## config.mk

```make
export PLATFORM = sky130hd
export DESIGN_NAME = dmem_io_arbiter
export DESIGN_NICKNAME = d
export VERILOG_FILES = /design/src/rtl/dmem_io_pkg.sv /design/src/rtl/dmem_io_pick.sv /design/src/rtl/dmem_io_arbiter.sv
export SDC_FILE = /design/constraint.sdc
export NUM_CORES = 1
export LEC_CHECK = 0
export BUFFER_PORTS_ARGS = -buffer_cell sky130_fd_sc_hd__buf_4
export CAP_MARGIN = 20
export CORE_ASPECT_RATIO = 1.25
export CORE_MARGIN = 10
export CORE_UTILIZATION = 40
export DETAILED_ROUTE_END_ITERATION = 10
export MAX_ROUTING_LAYER = met4
export PLACE_DENSITY_LB_ADDON = 0.2
export RECOVER_POWER = 100
export SYNTH_ARGS = -nofsm -noshare
export SYNTH_HDL_FRONTEND = slang
export SYNTH_HIERARCHICAL = 1
export SYNTH_SLANG_ARGS = --single-unit
```

## constraint.sdc

```tcl
create_clock -name clock -period 2.35 [get_ports clock]
set_input_delay 0.235 -clock clock [delete_from_list [all_inputs] [get_ports clock]]
set_output_delay 0.235 -clock clock [all_outputs]
set_load 0.03 [all_outputs]
```

## src/rtl/dmem_io_pkg.sv

```systemverilog
// rtl/dmem_io_pkg.sv - shared types, IO decode and port IDs for the dmem/IO arbiter
package dmem_io_pkg;

  typedef enum logic [2:0] {IDLE, MEM_STB, MEM_CAP, IO_STB, RESP} state_t;

  localparam logic [21:0] IO_BASE_DEFAULT = 22'h3FFFFF;

  localparam logic PORT_CPU = 1'b0;
  localparam logic PORT_LDR = 1'b1;

  function automatic logic is_io_page(input logic [21:0] page, input logic [21:0] base);
    return page == base;
  endfunction

endpackage

```

## src/rtl/dmem_io_pick.sv

```systemverilog
// rtl/dmem_io_pick.sv - 2-way requester picker; DMEM_IO_ARB_RR_EN selects round-robin
// over fixed CPU priority.
module dmem_io_pick
  import dmem_io_pkg::*;
(
  input  logic c_req,
  input  logic l_req,
  input  logic last_grant,
  output logic grant_id
);

`ifdef DMEM_IO_ARB_RR_EN
  always_comb begin
    grant_id = PORT_CPU;
    if (c_req && l_req)
      grant_id = ~last_grant;
    else if (l_req)
      grant_id = PORT_LDR;
  end
`else
  logic unused_last_grant;
  assign unused_last_grant = last_grant;
  assign grant_id = (!c_req && l_req) ? PORT_LDR : PORT_CPU;
`endif

endmodule

```

## src/rtl/dmem_io_arbiter.sv

```systemverilog
// rtl/dmem_io_arbiter.sv - shares the data-memory/IO path between CPU and loader;
// tie policy set by DMEM_IO_ARB_RR_EN inside dmem_io_pick.
module dmem_io_arbiter
  import dmem_io_pkg::*;
#(
  parameter logic [21:0] IO_BASE = IO_BASE_DEFAULT,
  parameter int unsigned IO_WAIT = 2
) (
  input  logic        clock,
  input  logic        rst_n,
  input  logic        c_req,
  input  logic        c_we,
  input  logic [31:0] c_addr,
  input  logic [31:0] c_wdata,
  output logic        c_ack,
  output logic [31:0] c_rdata,
  input  logic        l_req,
  input  logic        l_we,
  input  logic [31:0] l_addr,
  input  logic [31:0] l_wdata,
  output logic        l_ack,
  output logic [31:0] l_rdata,
  output logic        m_read,
  output logic        m_write,
  output logic        io_read,
  output logic        io_write,
  output logic [31:0] addr_out,
  output logic [31:0] wdata_out,
  input  logic [31:0] m_rdata,
  input  logic [23:0] io_rdata,
  output logic        busy,
  output logic        grant_id
);

  localparam logic [4:0] IO_CNT_INIT = 5'(IO_WAIT + 1);

  state_t      state, state_n;
  logic        pick_id;
  logic        we_q;
  logic        last_grant;
  logic [4:0]  io_cnt;
  logic        any_req;
  logic [31:0] sel_addr;
  logic [31:0] sel_wdata;
  logic        sel_we;

  dmem_io_pick u_pick (
    .c_req      (c_req),
    .l_req      (l_req),
    .last_grant (last_grant),
    .grant_id   (pick_id)
  );

  assign any_req   = c_req | l_req;
  assign sel_addr  = (pick_id == PORT_LDR) ? l_addr  : c_addr;
  assign sel_wdata = (pick_id == PORT_LDR) ? l_wdata : c_wdata;
  assign sel_we    = (pick_id == PORT_LDR) ? l_we    : c_we;

  always_ff @(posedge clock or negedge rst_n) begin
    if (!rst_n)
      state <= IDLE;
    else
      state <= state_n;
  end

  // IO_STB keeps one strobe-free turnaround cycle once io_cnt reaches zero.
  always_comb begin
    state_n  = state;
    m_read   = 1'b0;
    m_write  = 1'b0;
    io_read  = 1'b0;
    io_write = 1'b0;
    case (state)
      IDLE: begin
        if (any_req)
          state_n = is_io_page(sel_addr[31:10], IO_BASE) ? IO_STB : MEM_STB;
      end
      MEM_STB: begin
        m_read  = ~we_q;
        m_write = we_q;
        state_n = MEM_CAP;
      end
      MEM_CAP: state_n = RESP;
      IO_STB: begin
        if (io_cnt != 5'd0) begin
          io_read  = ~we_q;
          io_write = we_q;
        end else begin
          state_n = RESP;
        end
      end
      RESP:    state_n = IDLE;
      default: state_n = IDLE;
    endcase
  end

  assign busy  = (state != IDLE);
  assign c_ack = (state == RESP) && (grant_id == PORT_CPU);
  assign l_ack = (state == RESP) && (grant_id == PORT_LDR);

  always_ff @(posedge clock or negedge rst_n) begin
    if (!rst_n) begin
      addr_out   <= 32'd0;
      wdata_out  <= 32'd0;
      c_rdata    <= 32'd0;
      l_rdata    <= 32'd0;
      we_q       <= 1'b0;
      grant_id   <= PORT_CPU;
      last_grant <= PORT_LDR;
      io_cnt     <= 5'd0;
    end else begin
      case (state)
        IDLE: begin
          if (any_req) begin
            addr_out  <= sel_addr;
            wdata_out <= sel_wdata;
            we_q      <= sel_we;
            grant_id  <= pick_id;
            io_cnt    <= IO_CNT_INIT;
          end
        end
        MEM_CAP: begin
          if (!we_q) begin
            if (grant_id == PORT_LDR) l_rdata <= m_rdata;
            else                      c_rdata <= m_rdata;
          end
        end
        IO_STB: begin
          if (io_cnt != 5'd0) begin
            io_cnt <= io_cnt - 5'd1;
            if (io_cnt == 5'd1 && !we_q) begin
              if (grant_id == PORT_LDR) l_rdata <= {8'h00, io_rdata};
              else                      c_rdata <= {8'h00, io_rdata};
            end
          end
        end
        RESP:    last_grant <= grant_id;
        default: ;
      endcase
    end
  end

endmodule

```

=== Yosys cells after proc, flatten, opt, wreduce, memory -nomap -nowiden ===
Cells that the tools add are included.

* Add/sub/neg operators: 1
* Eq/ne operators: 15
* Mux-type cells: 29
* Bitwise operators: 3
* Reductions and logical operators: 16

{| class="wikitable"
|+ Operators by type and width
! kind !! count
|-
| $mux 32 || 12
|-
| $pmux 32 s2 || 2
|-
| $eq 22x22->1 const B || 1
|-
| $ne 2x2->1 const B || 9
|-
| $pmux 3 s4 || 1
|-
| $reduce_and 6->1 || 2
|-
| $mux 5 || 2
|-
| $pmux 5 s2 || 1
|-
| $mux 1 || 8
|-
| $eq 3x2->1 const B || 2
|-
| $mux 3 || 2
|-
| $eq 5x1->1 const B || 1
|-
| $reduce_bool 5->1 || 1
|-
| $sub 5x1->5 const B || 1
|-
| $logic_and 1x1->1 || 4
|-
| $reduce_and 2->1 || 2
|-
| $reduce_bool 2->1 || 2
|-
| $eq 3x1->1 const B || 1
|-
| $eq 3x3->1 const B || 1
|-
| $logic_not 3->1 || 1
|-
| $reduce_and 3->1 || 1
|-
| $reduce_bool 3->1 || 1
|-
| $logic_not 1->1 || 2
|-
| $mux 2 || 1
|-
| 2 further kinds || 3
|}

* Register bits: 138
* Input port bits: 190
* Logic and storage cells: 72

=== Logic depth before layout (Yosys ltp) ===
* Depth after elaboration: 8
* Mapped depth: 7
* Gate-level depth less buffers: 6

=== Cells and area by module ===
The synthesis kept the hierarchy.

{| class="wikitable"
|+ Modules (own cells, without submodules)
! module !! instances !! cells each !! area an instance (um^2) !! sequential area each (um^2)
|-
| dmem_io_arbiter || 1 || 557 || 6381.1 || 3479.6
|-
| dmem_io_pick || 1 || 1 || 13.8 || 0.0
|}

=== Worst setup path after synthesis ===
OpenSTA, ideal clock, no wires.

* Kind: register to output
* Start: reg state[1]
* End: out m_write
* Arrival: 1.556 ns
* Required time: 2.115 ns
* Path slack: 0.559 ns
* Cell stages (with the launch flop): 3
* Path buffers: 1
* Path through: dfrtp_1 -> buf_2 -> nor4b_1

* Longest elaborated chain between the ends: 2

{| class="wikitable"
|+ RTL lines
! item !! line !! RTL
|-
| from (decl) || dmem_io_arbiter.sv:37 || <nowiki>state_t state, state_n;</nowiki>
|-
| from (signal assigned) || dmem_io_arbiter.sv:63 || <nowiki>state <= state_n;</nowiki>
|-
| $eq 3x1->1 || dmem_io_arbiter.sv:73 || <nowiki>case (state)</nowiki>
|-
| $mux 1 || dmem_io_arbiter.sv:73 ||
|-
| to (decl) || dmem_io_arbiter.sv:24 || <nowiki>output logic m_write,</nowiki>
|}

Every way passes these cells.

=== Worst setup path in the final report ===
* Start: reg state[2]
* End: out io_write

* Longest elaborated chain between the ends: 2

{| class="wikitable"
|+ RTL lines
! item !! line !! RTL
|-
| $eq 3x2->1 || dmem_io_arbiter.sv:73 ||
|-
| $mux 1 || dmem_io_arbiter.sv:73 ||
|-
| to (decl) || dmem_io_arbiter.sv:26 || <nowiki>output logic io_write,</nowiki>
|}

Every way passes these cells.

==> run summary <==
# DRC - 0
Clock Skew - 0.00895 ns
Die ar. - 21400 um2
total gr overflow - 0
critical-path cell list - nand3b_2 -> buf_12 -> a21oi_1 -> and2_0 -> buf_4
largest net degree at the start of global routing - 64
fill count - 1469
vias in the first global route - 5807
CP Launch Type - flip-flop
Syn Inst Count - 556
slowest stage cell on the critical path - dfrtp_1
clk slew on worst S/H paths - 0.06 ns
Critical path buffers and inverters - 2
TritonCTS Sinks - 138
post-route minimum period - 2.17 ns
Avg Synthesized Cell Area - 11.4 um2
Hold/Removal Path Class - in -> reg
RSZ-0062 raised after global routing - no
area grow syn2layout - 42.4%
H-Tree Depth - 4
slew margin rel. - -0.0432
setup TNS - 0 ns
vias - 5344
register area - 3450 um2
cts bufs inserted - 17
status - finished, violations left
Crit path max-delay family - flip-flops
Port Buf Inserts - 325
initial cell density of the core - 0.409
initial antenna violation count - 0
CTS max path bufs - 2
failing checks - max-capacitance violations, max-slew violations
fin nets - 1068
fin. max-slew vios - 63
first-pass GRT wire length - 31500 um
dpl hpwl - 16200 um
Setup WS post-layout - 0.183 ns
Die Wd - 133 um
power per cell area - 1450 nW/um2
# hold bufs at CTS - 1
Core Area - 15600 um2
WS Path Type - reg -> out
Routed Antenna Nets - 0
drt wl/cell - 18.4 um
clk_lat worst skew - 0.41 ns
Global Route Usage Sum - 0.190
CTS root buf - clkbuf_16
final wirelength - 20200 um
CP Max Fanout - 35
Vias/cell - 4.85
crit-path max cell delay - 0.45 ns
Tcrit/Tclk final - 0.922
FP Rows - 51
Pre-antenna DRT Iters - 4
post-place setup slack - 0.432 ns
# IOs - 326
layout cells sized above 1 - 0.352
VDD IR-drop max - 0.000599 V
die height - 161 um
multi-input logic area - 2630 um2
syn_nets - 748
Syn Std Cell Area - 6360 um2
GPL Wtd Cong - 0.802
max-cap viol count - 1
# setup viols final - 0
diode count - 0
Worst EP required - 2.12 ns
DRT iter0 DRCs - 218
Hold Vio Cnt, Final - 0
post-CTS sizing - 0
Fmax - 462 MHz
leak pwr - 4.04 nW
CP endpoint kind - primary output
Post-CTS Setup Bufs - 0
worst slew pin tran - 1.56 ns
CTS tree - yes
Worst Path Arrival - 1.93 ns
Ys Warns - 6
==> report_power, final <==
| group | switching, W | internal (W) |
|---|---|---|
| clock network | 0.00102 | 0.00171 |
| logic | 0.00443 | 0.00175 |
| registers | 0.000680 | 0.00356 |
==> per-layer routing <==
layer  vias up  wire length, um  share of wire  track usage
met1      2534             7810           0.39        0.200
met3        15             1370          0.068       0.0639
met5         -                0              0            -
met2       212            10800           0.53        0.327
met4         0              280          0.014       0.0616
li1       2583                -              -            -
==> layout by cell type (no fill, tap or decap), drive strengths merged, types with 2 or more instances in the layout <==
| cell type | n |
|---|---|
| a21oi | 65 |
| a31oi | 4 |
| buf | 197 |
| bufinv | 3 |
| clkbuf | 158 |
| clkinv | 4 |
| clkinvlp | 3 |
| dfrtp | 138 |
| ha | 2 |
| inv | 6 |
| mux2 | 72 |
| mux2i | 60 |
| nand2 | 33 |
| nand2b | 5 |
| nand3 | 9 |
| nor2 | 79 |
| nor2b | 2 |
| nor3 | 3 |
| nor4 | 3 |
| o211ai | 2 |
| o21ai | 24 |
| or2 | 4 |
==> through the flow <==
stage | hold slack, ns | area, um2 | power, W | util | instances
2_1_floorplan | -0.0606 | 6360 | 0.00869 | - | 556
3_3_place_gp | 0.250 | 9000 | 0.0114 | 0.578 | 1068
3_5_place_dp | 0.251 | 9000 | 0.0116 | 0.578 | 1068
4_1_cts | 0.0851 | 9620 | 0.0144 | 0.618 | 1101
5_1_grt | 0.0866 | 9060 | 0.0140 | 0.582 | 1101
6_report | 0.0986 | 9060 | 0.0132 | 0.582 | 1101
==> state kept, by name, summed over array words and instances, names as in the netlist <==
register,count
wdata_out,32
grant_id,1
c_rdata,32
addr_out,32
l_rdata,32
we_q,1
state,3
io_cnt,5
==> area by class of cell <==
type                       instances  area share
clock buffer                      20      0.0493
timing repair buffer             336       0.230
multi-input combinational        379       0.290
sequential                       138       0.381
inverter                           4     0.00166
clock inverter                    12      0.0182
tap                              212      0.0293
==> worst reg2reg max path, cell delays in order (launching register included) <==
cell and delay (ns):
dfrtp_1 0.42, inv_1 0.08, ha_1 0.24, and3b_1 0.26, o211ai_4 0.16, clkbuf_4 0.48, mux2_2 0.42
==> path summary, 6_finish.rpt <==
check	endpoint	slack [ns]	startpoint	depth (start not counted)
max reg2reg	c_rdata[16]	0.18	io_cnt[0]	6
max in group asynchronous	addr_out[13]	0.50	rst_n	3
max	io_write	0.18	state[2]	5
min	l_rdata[27]	0.1	m_rdata[27]	3
min in group asynchronous	c_rdata[14]	0.75	rst_n	2
min reg2reg	c_rdata[31]	0.49	c_rdata[31]	2
(Power assumes the default switching activity.)
